--- src/rtl/wbh_reg_arb.sv ---
// Round-robin arbiter sharing the wb_host register bus between the Wishbone host
// (requester 0) and the debug master (requester 1), with a slave-ack timeout.
module wbh_reg_arb #(
    parameter int unsigned TIMEOUT_CYC = 15
) (
    input  logic        mclk,
    input  logic        p_reset_n,
    input  logic        req0_cs,
    input  logic        req0_wr,
    input  logic [2:0]  req0_addr,
    input  logic [31:0] req0_wdata,
    input  logic [3:0]  req0_be,
    output logic [31:0] req0_rdata,
    output logic        req0_ack,
    output logic        req0_err,
    input  logic        req1_cs,
    input  logic        req1_wr,
    input  logic [2:0]  req1_addr,
    input  logic [31:0] req1_wdata,
    input  logic [3:0]  req1_be,
    output logic [31:0] req1_rdata,
    output logic        req1_ack,
    output logic        req1_err,
    output logic        reg_cs,
    output logic        reg_wr,
    output logic [2:0]  reg_addr,
    output logic [31:0] reg_wdata,
    output logic [3:0]  reg_be,
    input  logic [31:0] reg_rdata,
    input  logic        reg_ack
);

    typedef enum logic [1:0] {IDLE, BUSY, DONE} state_t;

    localparam logic [7:0] TO_LAST = 8'(TIMEOUT_CYC - 1);

    state_t      state_q, state_d;
    logic        owner_q, owner_d;
    logic        last_owner_q, last_owner_d;
    logic        wr_q, wr_d;
    logic [2:0]  addr_q, addr_d;
    logic [31:0] wdata_q, wdata_d;
    logic [3:0]  be_q, be_d;
    logic [7:0]  cnt_q, cnt_d;
    logic        err_q, err_d;
    logic        grant;

    logic [1:0]        req_cs;
    logic [1:0]        req_wr;
    logic [1:0][2:0]   req_addr;
    logic [1:0][31:0]  req_wdata;
    logic [1:0][3:0]   req_be;
    logic [1:0]        ack;
    logic [1:0][31:0]  rdata;

    assign req_cs    = {req1_cs, req0_cs};
    assign req_wr    = {req1_wr, req0_wr};
    assign req_addr  = {req1_addr, req0_addr};
    assign req_wdata = {req1_wdata, req0_wdata};
    assign req_be    = {req1_be, req0_be};

    always_comb begin
        state_d      = state_q;
        owner_d      = owner_q;
        last_owner_d = last_owner_q;
        wr_d         = wr_q;
        addr_d       = addr_q;
        wdata_d      = wdata_q;
        be_d         = be_q;
        cnt_d        = cnt_q;
        err_d        = err_q;
        grant        = 1'b0;
        case (state_q)
            IDLE: begin
                if (|req_cs) begin
                    // On a tie the requester that did not go last wins.
                    grant   = (req_cs == 2'b11) ? ~last_owner_q : req_cs[1];
                    owner_d = grant;
                    wr_d    = req_wr[grant];
                    addr_d  = req_addr[grant];
                    wdata_d = req_wdata[grant];
                    be_d    = req_be[grant];
                    cnt_d   = 8'd0;
                    err_d   = 1'b0;
                    state_d = BUSY;
                end
            end
            BUSY: begin
                cnt_d = cnt_q + 8'd1;
                if (reg_ack) begin
                    err_d        = 1'b0;
                    last_owner_d = owner_q;
                    state_d      = DONE;
                end else if (cnt_q == TO_LAST) begin
                    err_d        = 1'b1;
                    last_owner_d = owner_q;
                    state_d      = DONE;
                end
            end
            DONE:    state_d = IDLE;
            default: state_d = IDLE;
        endcase
    end

    always_ff @(posedge mclk or negedge p_reset_n) begin
        if (!p_reset_n) begin
            state_q      <= IDLE;
            owner_q      <= 1'b0;
            last_owner_q <= 1'b1;
            wr_q         <= 1'b0;
            addr_q       <= 3'd0;
            wdata_q      <= 32'd0;
            be_q         <= 4'd0;
            cnt_q        <= 8'd0;
            err_q        <= 1'b0;
        end else begin
            state_q      <= state_d;
            owner_q      <= owner_d;
            last_owner_q <= last_owner_d;
            wr_q         <= wr_d;
            addr_q       <= addr_d;
            wdata_q      <= wdata_d;
            be_q         <= be_d;
            cnt_q        <= cnt_d;
            err_q        <= err_d;
        end
    end

    generate
        for (genvar gi = 0; gi < 2; gi++) begin : g_req
            logic        mine;
            logic [31:0] rdata_q, rdata_d;

            assign mine = (owner_q == 1'(gi));

            // Read data is captured on slave ack; a timeout forces it to zero.
            always_comb begin
                rdata_d = rdata_q;
                if (state_q == BUSY && mine) begin
                    if (reg_ack) begin
                        if (!wr_q) rdata_d = reg_rdata;
                    end else if (cnt_q == TO_LAST) begin
                        rdata_d = 32'd0;
                    end
                end
            end

            always_ff @(posedge mclk or negedge p_reset_n) begin
                if (!p_reset_n) rdata_q <= 32'd0;
                else            rdata_q <= rdata_d;
            end

            assign ack[gi]   = (state_q == DONE) && mine;
            assign rdata[gi] = rdata_q;
        end
    endgenerate

    assign req0_ack   = ack[0];
    assign req1_ack   = ack[1];
    assign req0_err   = ack[0] & err_q;
    assign req1_err   = ack[1] & err_q;
    assign req0_rdata = rdata[0];
    assign req1_rdata = rdata[1];

    assign reg_cs    = (state_q == BUSY);
    assign reg_wr    = wr_q;
    assign reg_addr  = addr_q;
    assign reg_wdata = wdata_q;
    assign reg_be    = be_q;

endmodule
--- config.mk ---
export PLATFORM = sky130hd
export DESIGN_NAME = wbh_reg_arb
export DESIGN_NICKNAME = d
export VERILOG_FILES = /design/src/rtl/wbh_reg_arb.sv
export SDC_FILE = /design/constraint.sdc
export NUM_CORES = 1
export LEC_CHECK = 0
export ABC_AREA = 1
export BUFFER_PORTS_ARGS = -buffer_cell sky130_fd_sc_hd__clkbuf_2
export CAP_MARGIN = 20
export CORE_MARGIN = 5
export CORE_UTILIZATION = 48
export DETAILED_ROUTE_END_ITERATION = 16
export PLACE_DENSITY = 0.91
export SLEW_MARGIN = 10
export SYNTH_ARGS = -nofsm -noshare
export SYNTH_HDL_FRONTEND = slang
export SYNTH_SLANG_ARGS = --single-unit
--- constraint.sdc ---
create_clock -name mclk -period 1.97 [get_ports mclk]
set_input_delay 0.2955 -clock mclk [delete_from_list [all_inputs] [get_ports mclk]]
set_output_delay 0.2955 -clock mclk [all_outputs]
set_load 0.005 [all_outputs]
# Yosys cells after proc, flatten, opt, wreduce, memory -nomap -nowiden

Cells that the tools add are included.

Register bits after elaboration: 117
Logic and storage cells: 63

$add $sub $neg: 1
Order comparisons: 1
Equal/unequal tests: 7
Mux-type cells: 24
Bitwise gates (word level): 4
Reduce and logical (&&, ||, !) cells: 15

Operators by type and width:

| cell                | count |
|---|---|
| $mux 32             | 5 |
| $pmux 8 s2          | 1 |
| $reduce_and 3->1    | 3 |
| $add 8x1->8 const B | 1 |
| $eq 8x4->1 const B  | 1 |
| $mux 1              | 8 |
| $mux 4              | 2 |
| $mux 8              | 1 |
| $reduce_and 2->1    | 4 |
| $mux 2              | 3 |
| $mux 3              | 2 |
| $eq 2x2->1 const B  | 2 |
| $logic_and 1x1->1   | 4 |
| $ne 2x2->1 const B  | 2 |
| $pmux 2 s2          | 1 |
| $reduce_bool 2->1   | 2 |
| $ne 3x1->1 const B  | 1 |
| $and 1x1->1         | 2 |
| $eq 2x1->1 const B  | 1 |
| $logic_not 2->1     | 1 |
| $lt 1x2->1 const B  | 1 |
| $not 1->1           | 2 |
| $pmux 1 s2          | 1 |
| $reduce_or 2->1     | 1 |

# Logic depth before layout (Yosys ltp)

Gate-level depths: netlist (run 1).

Depth in word-level cells: 4
Mapped depth: 8
Depth with buffers taken out: 8

# Worst setup path before layout (run 1)

No wires, ideal clock.

Path type: register to register
Start point: reg cnt_q[0]
End point: reg g_req[0].rdata_q[10] (netlist: req0_rdata[10])
Arrival: 1.292 ns
Setup slack: 0.561 ns
Stages on the path, launching flop included: 9
Clock period less this slack: 1.409 ns
Path through: dfrtp_1 inv_1 ha_1 nand3_2 o21bai_4 nand3_2 buf_2 nand2_1 nand2_1

Cells in the longest elaborated chain, start to end: 3

RTL lines:

| item                        | RTL line | text |
|---|---|---|
| from (decl)                 | 44       | `logic [7:0] cnt_q, cnt_d;` |
| from (signal assigned)      | 124      | `cnt_q <= cnt_d;` |
| $eq 8x4->1                  | 142      | `end else if (cnt_q == TO_LAST) begin` |
| $reduce_bool 2->1 (no line) | n/a      |  |
| $reduce_and 3->1 (no line)  | n/a      |  |
| to (signal assigned)        | 150      | `else rdata_q <= rdata_d;` |
| to (decl)                   | 132      | `logic [31:0] rdata_q, rdata_d;` |

Every way passes these cells.
A chain may end at the register's enable or synchronous reset.

# Final worst setup path (run 1)

Start point: reg cnt_q[0]
End point: reg last_owner_q

Cells in the longest elaborated chain, start to end: 3

RTL lines:

| item                        | RTL line | text |
|---|---|---|
| $eq 8x4->1                  | 94       | `end else if (cnt_q == TO_LAST) begin` |
| $reduce_bool 2->1 (no line) | n/a      |  |
| $reduce_and 2->1 (no line)  | n/a      |  |
| to (signal assigned)        | 119      | `last_owner_q <= last_owner_d;` |
| to (decl)                   | 39       | `logic last_owner_q, last_owner_d;` |

Every way passes these cells.

==> results by group, run 1 <==
Run status
  • Status: complete, no violations

Placement
  • Detail Placement HPWL: 11900 um
  • Place WS: 265 ps
  • Post-DP Area: 0.00667 sq mm
  • Port Buffers: 225
  • Cells after DPL: 996
  • Gpl congestion: 0.824

Floorplanning
  • Floorplan row count: 38
  • Die ar.: 0.0135 sq mm
  • Area of the core: 0.0109 sq mm
  • Initial Util: 49.6%
  • Die Y: 116 um
  • Ports: 226
  • Die width: 116 um

Timing
  • Slew Viols, Final: 0
  • Final TNS setup: 0 ps
  • Setup WS post-layout: 217 ps
  • Clk_skew: 13.2 ps
  • Final hold violations: 0
  • Slew @ Worst Pin: 758 ps
  • # setup viols final: 0
  • Max Freq: 571 MHz
  • Final Cycle Share: 89.0%
  • Minimum clock period: 1750 ps
  • RSZ-0062 raised after global routing: no
  • Slew headroom: 49.4%

Yosys
  • Synth top area share: 53.5%
  • Count leader, synth: nand2_1
  • #FFs+latches synth: 117
  • Synth cell count leaders: nand2_1, dfrtp_1, nand4_1, o21ai_0, nor2_1
  • Ranking of synthesized cells by area: dfrtp_1, nand2_1, nand4_1, o21ai_0, o21ai_1
  • Post-Syn Area: 0.00543 sq mm
  • Post-synth EDFFs: 0
  • Dominant cell type by area after synthesis: dfrtp_1
  • Syn avg cell area: 8.24 sq um
  • Syn Nets: 777
  • Netlist cell types: 25
  • Post-synth top flop: dfrtp_1
  • YS warnings: 0
  • Post-synthesis sequential area ratio: 54.0%
  • Asr flop ratio synth: 100%
  • Synth Instances: 658

Pwr
  • P_leak: 4.18 nW
  • Peak VDD IR: 0.853 mV
  • Power density cells: 1580 mW/mm^2
  • Design Power: 11.6 mW

Hold path
  • Hold path depth: 3
  • Hold crit path type: in -> reg

Finish
  • Filler cells: 867
  • Area Overhead vs Synth: 35.4%
  • Share of cells above drive strength 1: 32.8%
  • Post-route cell area: 0.00735 sq mm
  • Inserted Diodes: 0
  • Non-Filler Instances: 1033
  • NumNets Final: 999

Clocking
  • PostCTS Resize Cnt: 0
  • Clk buf depth: 2
  • CTS tree: built
  • Clock Latency Late Sink: 400 ps
  • TritonCTS Buffers: 17
  • Clock Root Buffer: clkbuf_16
  • Clock sink total: 117
  • CTS clk-pin slew, worst paths: 60 ps
  • H-Tree Depth: 4

Global route
  • Largest net degree at the start of global routing: 47
  • Total gr overflow: 0
  • Vias in the first global route: 5503
  • Initial antenna violation count: 0
  • First-pass GRT wire length: 26500 um
  • Overall routing resource usage: 25.0%

Critical path
  • Critical path startpoint category: register
  • CP max stage cell: dfrtp_1
  • Worst-case reg-to-reg path depth: 8
  • Crit-path cells: inv_1, ha_1, nand3_2, o21bai_4, buf_4, nand2_1, nand2_1, o21ai_1
  • Crit. End Element: register
  • Crit path max fanout: 31
  • CP peak stage delay: 400 ps
  • Worst Path Arrival: 2070 ps
  • Most common cell on crit path: nand2_1
  • Critical setup path kind: reg -> reg
  • Critical Path RT: 2290 ps

Route
  • Met3 wire length: 1580 um
  • DRT Pass-1 Iters: 6
  • M1 WL: 6290 um
  • Post-Route WL: 16700 um
  • WL/cell: 16.1 um
  • DR top layer: met4
  • WL met2: 8480 um
  • Initial drt markers: 582
  • Vias/cell: 5.33
  • Final ANT Viol Nets: 0
  • Drc violations: 0
  • Via count: 5504

Flow run
  • MaxCap Viol Count: 0
## worst max-delay path, delay by kind of cell (launching register included)
family,cells,cell delay [ps]
simple gates,3,400
fa+ha+maj,1,160
buf+inv,2,430
compound gates,2,280
flops,1,400
## repair_timing
item                       4_1_cts  5_1_grt
hold buffers                     1        0
hold endpoints to repair        29        0
setup buffers                    0        4
setup endpoints to repair        0        1
## metrics by stage
step           hold WS (ps)  util [%]
2_1_floorplan       -0.0911         -
3_3_place_gp            264      60.9
3_5_place_dp            271      60.9
4_1_cts                 135      66.9
5_1_grt                 147      67.2
6_report                149      67.2
## cell usage in the layout (no fill, tap or decap), types with 2 or more instances in the layout
| master | synthesis | final |
|---|---|---|
| clkbuf_2 | 3 | 224 |
| nand2_1 | 221 | 221 |
| dfrtp_1 | 116 | 116 |
| nand4_1 | 65 | 65 |
| o21ai_0 | 51 | 51 |
| nor2_1 | 50 | 50 |
| inv_1 | 41 | 41 |
| o21ai_1 | 40 | 40 |
| buf_4 | 1 | 21 |
| clkbuf_16 | 0 | 17 |
| inv_2 | 4 | 4 |
| nand3_1 | 4 | 4 |
| bufinv_16 | 0 | 4 |
| buf_12 | 0 | 4 |
| nor3_1 | 3 | 3 |
| nand3_2 | 3 | 3 |
| clkinv_4 | 0 | 3 |
| clkinvlp_4 | 0 | 3 |
| nor2_4 | 2 | 2 |
| nor4_1 | 2 | 2 |
| a21oi_2 | 2 | 2 |
| xnor2_1 | 2 | 2 |
| ha_1 | 2 | 2 |
| inv_6 | 0 | 2 |
## final timing paths
path,end,slack (ps),start
min in group asynchronous,req1_rdata[14],380,p_reset_n
worst max-delay path,last_owner_q,220,cnt_q[0]
worst min-delay path,reg_wdata[16],150,req1_wdata[16]
worst max register to register,last_owner_q,220,cnt_q[0]
max in group asynchronous,reg_addr[1],980,p_reset_n
worst min register to register,req0_rdata[15],470,req0_rdata[15]
## layer usage
layer / track usage, % / vias up
li1: - / 2598
met1: 30.7 / 2616
met2: 42.4 / 262
met3: 6.74 / 28
met4: 9.13 / 0
met5: 0 / -
## cells by family (layout without fill, tap and decap cells)
group	count (synthesis)	in the layout	share of synthesized area (%)
AOI/OAI and AO/OA	95	95	9.16
xor gates and xnor gates	2	2	0.323
adders and majority gates	2	2	0.461
buffers and inverters	92	327	7.98
DFF	117	117	54.0
and+or+nand+nor	350	350	28.1
## state kept, by name (all words and copies together) (netlist names)
register	cells
err_q	1
state_q	2
req0_rdata	32
cnt_q	8
reg_wdata	32
req1_rdata	32
reg_be	4
reg_wr	1
last_owner_q	1
g_req.mine	1
reg_addr	3
## report_power, final
group	switching, mW	total (mW)	internal [mW]
clock network	1.14	3.31	2.17
registers	0.744	4.24	3.49
logic	2.43	4.09	1.66
## area by class of cell
class	count	area [sq um]	area share, %
inverter	45	169	2.30
clock buffer	19	443	6.03
clock inverter	13	198	2.69
tap	140	175	2.38
multi-input combinational	449	2060	28.1
timing repair buffer	250	1370	18.6
sequential	117	2930	39.9
Note: power is estimated with default switching activity, not from simulation.
==> run 2: changes to the inputs <==
--- a/config.mk
+++ b/config.mk
@@ -8,9 +8,11 @@
 export ABC_AREA = 1
 export BUFFER_PORTS_ARGS = -buffer_cell sky130_fd_sc_hd__clkbuf_2
 export CAP_MARGIN = 20
+export CORE_ASPECT_RATIO = 0.8
 export CORE_MARGIN = 5
 export CORE_UTILIZATION = 48
 export DETAILED_ROUTE_END_ITERATION = 16
+export GPL_ROUTABILITY_DRIVEN = 0
 export PLACE_DENSITY = 0.91
 export SLEW_MARGIN = 10
 export SYNTH_ARGS = -nofsm -noshare
==> run 2 against run 1 <==
Sequential power shrank 1%. Non-clock buffer count shrank 8. Via count shrank 3.5%. Routed wire length shrank 8.0%. Final cell count shrank 0.39%. Fmax shrank 2.4%.
==> results by group, run 2 (synthesis results as in run 1) <==
Run status
  • Status: complete, no violations

Finish
  • Post-route cell area: 0.00722 sq mm (-1.7%)
  • Most frequent cells in the layout: clkbuf_2, nand2_1, dfrtp_1
  • Area Overhead vs Synth: 33.1%
  • Inserted Diodes: 0 (unchanged)
  • NumNets Final: 991 (-0.80%)
  • Share of cells above drive strength 1: 32.0% (-0.83 points)
  • Filler cells: 916 (+5.7%)
  • Most common cell after layout, fill and taps aside: clkbuf_2
  • Non-Filler Instances: 1029 (-0.39%)

Timing
  • Slew headroom: 68.9% (+20 points)
  • Minimum clock period: 1800 ps (+43.1 ps)
  • Final Cycle Share: 91.2% (+2.2 points)
  • Min Hold Slack: 152 ps (+3.08 ps)
  • RSZ-0062 raised after global routing: no
  • Final TNS setup: 0 ps (unchanged)
  • Max Freq: 557 MHz (-2.4%)
  • # setup viols final: 0 (unchanged)
  • Slew Viols, Final: 0 (unchanged)
  • Slew @ Worst Pin: 466 ps (-291 ps)
  • Final hold violations: 0 (unchanged)
  • Clk_skew: 10.7 ps (-2.47 ps)

Floorplanning
  • Die Y: 105 um (-9.7%)
  • Initial Util: 49.4% (-0.18 points)
  • Floorplan row count: 34 (-11%)
  • Ports: 226 (unchanged)
  • Die width: 129 um (+11%)
  • Area of the core: 0.0110 sq mm (+0.37%)
  • Die ar.: 0.0135 sq mm (about the same)

Global route
  • Overall routing resource usage: 22.8% (-2.2 points)
  • First-pass GRT wire length: 25200 um (-5.1%)
  • Largest net degree at the start of global routing: 65 (+38%)
  • Vias in the first global route: 5166 (-6.1%)
  • Initial antenna violation count: 0 (unchanged)
  • Total gr overflow: 0 (unchanged)

Critical path
  • CP peak stage delay: 410 ps (about the same)
  • Crit path max fanout: 41 (+32%)
  • CP delay by family, top: buffers and inverters
  • Crit-path cells: inv_2, nor2_4, buf_12, clkbuf_2
  • Critical setup path kind: reg -> out
  • Critical Path RT: 1670 ps (-620 ps)
  • CP max stage cell: dfrtp_1
  • Worst Path Buf+Inv: 3 (+1)
  • Critical path startpoint category: register
  • Crit. End Element: primary output
  • Worst Path Arrival: 1500 ps (-570 ps)

Pwr
  • Power density cells: 1530 mW/mm^2 (-3.6%)
  • Peak VDD IR: 0.924 mV (+8.3%)
  • P_leak: 4.11 nW (-1.6%)

Clocking
  • Clock Latency Late Sink: 400 ps (about the same)
  • PostCTS Resize Cnt: 0 (unchanged)
  • Clock Root Buffer: clkbuf_16
  • H-Tree Depth: 4 (unchanged)
  • Post-CTS Setup Bufs: 0 (unchanged)
  • CTS tree: built
  • Clk buf depth: 2 (unchanged)
  • CTS clk-pin slew, worst paths: 50 ps (about the same)
  • Clock sink total: 117 (unchanged)
  • Hold buffers post-CTS: 1 (unchanged)
  • TritonCTS Buffers: 17 (unchanged)

Hold path
  • Hold crit path type: in -> reg

Placement
  • Detail Placement HPWL: 10700 um (-10%)
  • Post-DP Area: 0.00664 sq mm (-0.38%)
  • Port Buffers: 225 (unchanged)
  • Cells after DPL: 996 (unchanged)

Flow run
  • MaxCap Viol Count: 0 (unchanged)

Route
  • Via count: 5309 (-3.5%)
  • Initial drt markers: 435 (-25%)
  • WL/cell: 14.9 um (-7.7%)
  • Post-Route WL: 15300 um (-8.0%)
  • Final ANT Viol Nets: 0 (unchanged)
  • Vias/cell: 5.16 (-3.2%)
  • DRT Pass-1 Iters: 6 (unchanged)
  • Drc violations: 0 (unchanged)
## run 2: changes by cell type in the layout (fill, tap and decap cells not counted)
cell and change:
bufinv_16 -2, clkinv_4 -3, buf_4 -8, clkbuf_1 +2, clkbuf_8 +1, inv_8 -1, clkinv_2 +5, inv_6 -2
## run 2: worst paths after layout
kind,slack (ps),to,start,cells past startpoint
max,170,reg_cs,state_q[0],4
min,150,reg_wdata[24],req1_wdata[24],3
max reg2reg,320,req1_rdata[23],cnt_q[0],8
min reg2reg,470,req0_rdata[22],req0_rdata[22],2
max in group asynchronous,960,last_owner_q,p_reset_n,3
min in group asynchronous,390,req1_rdata[18],p_reset_n,2
## run 2: worst reg2reg max path: stages, from the launching register on
cell	delay (ps)
dfrtp_1	400
inv_1	110
ha_1	170
nand3_2	110
o21bai_4	230
nand3_2	80
buf_4	250
nand2_1	140
nand2_1	50
## run 2: cell type report
| cell class | instances | area [sq um] | area share [%] |
|---|---|---|---|
| multi-input combinational | 449 | 2060 | 28.6 |
| sequential | 117 | 2930 | 40.6 |
| tap | 144 | 180 | 2.49 |
| inverter | 45 | 169 | 2.34 |
| clock buffer | 22 | 464 | 6.43 |
| timing repair buffer | 242 | 1310 | 18.1 |
| clock inverter | 10 | 108 | 1.49 |
## run 2: metrics by stage
stage	utilization (%)	total power, mW	worst slack [ps]
6_report	65.8	11.0	174
5_1_grt	65.8	11.8	99.8
4_1_cts	65.8	11.1	170
3_5_place_dp	60.5	8.11	317
3_3_place_gp	60.5	7.95	400
2_1_floorplan	-	6.23	561
## run 2: metal layers
layer | global-route usage (%) | part of all wire (%)
met2 | 35.8 | 48
met3 | 6.17 | 8.3
met5 | 0 | 0
met4 | 7.87 | 2.2
met1 | 30.5 | 42
## run 2: power by group
part	internal [mW]	switching, mW	total (mW)
clock	1.91	1.05	2.97
sequential	3.49	0.690	4.18
combinational	1.53	2.35	3.88
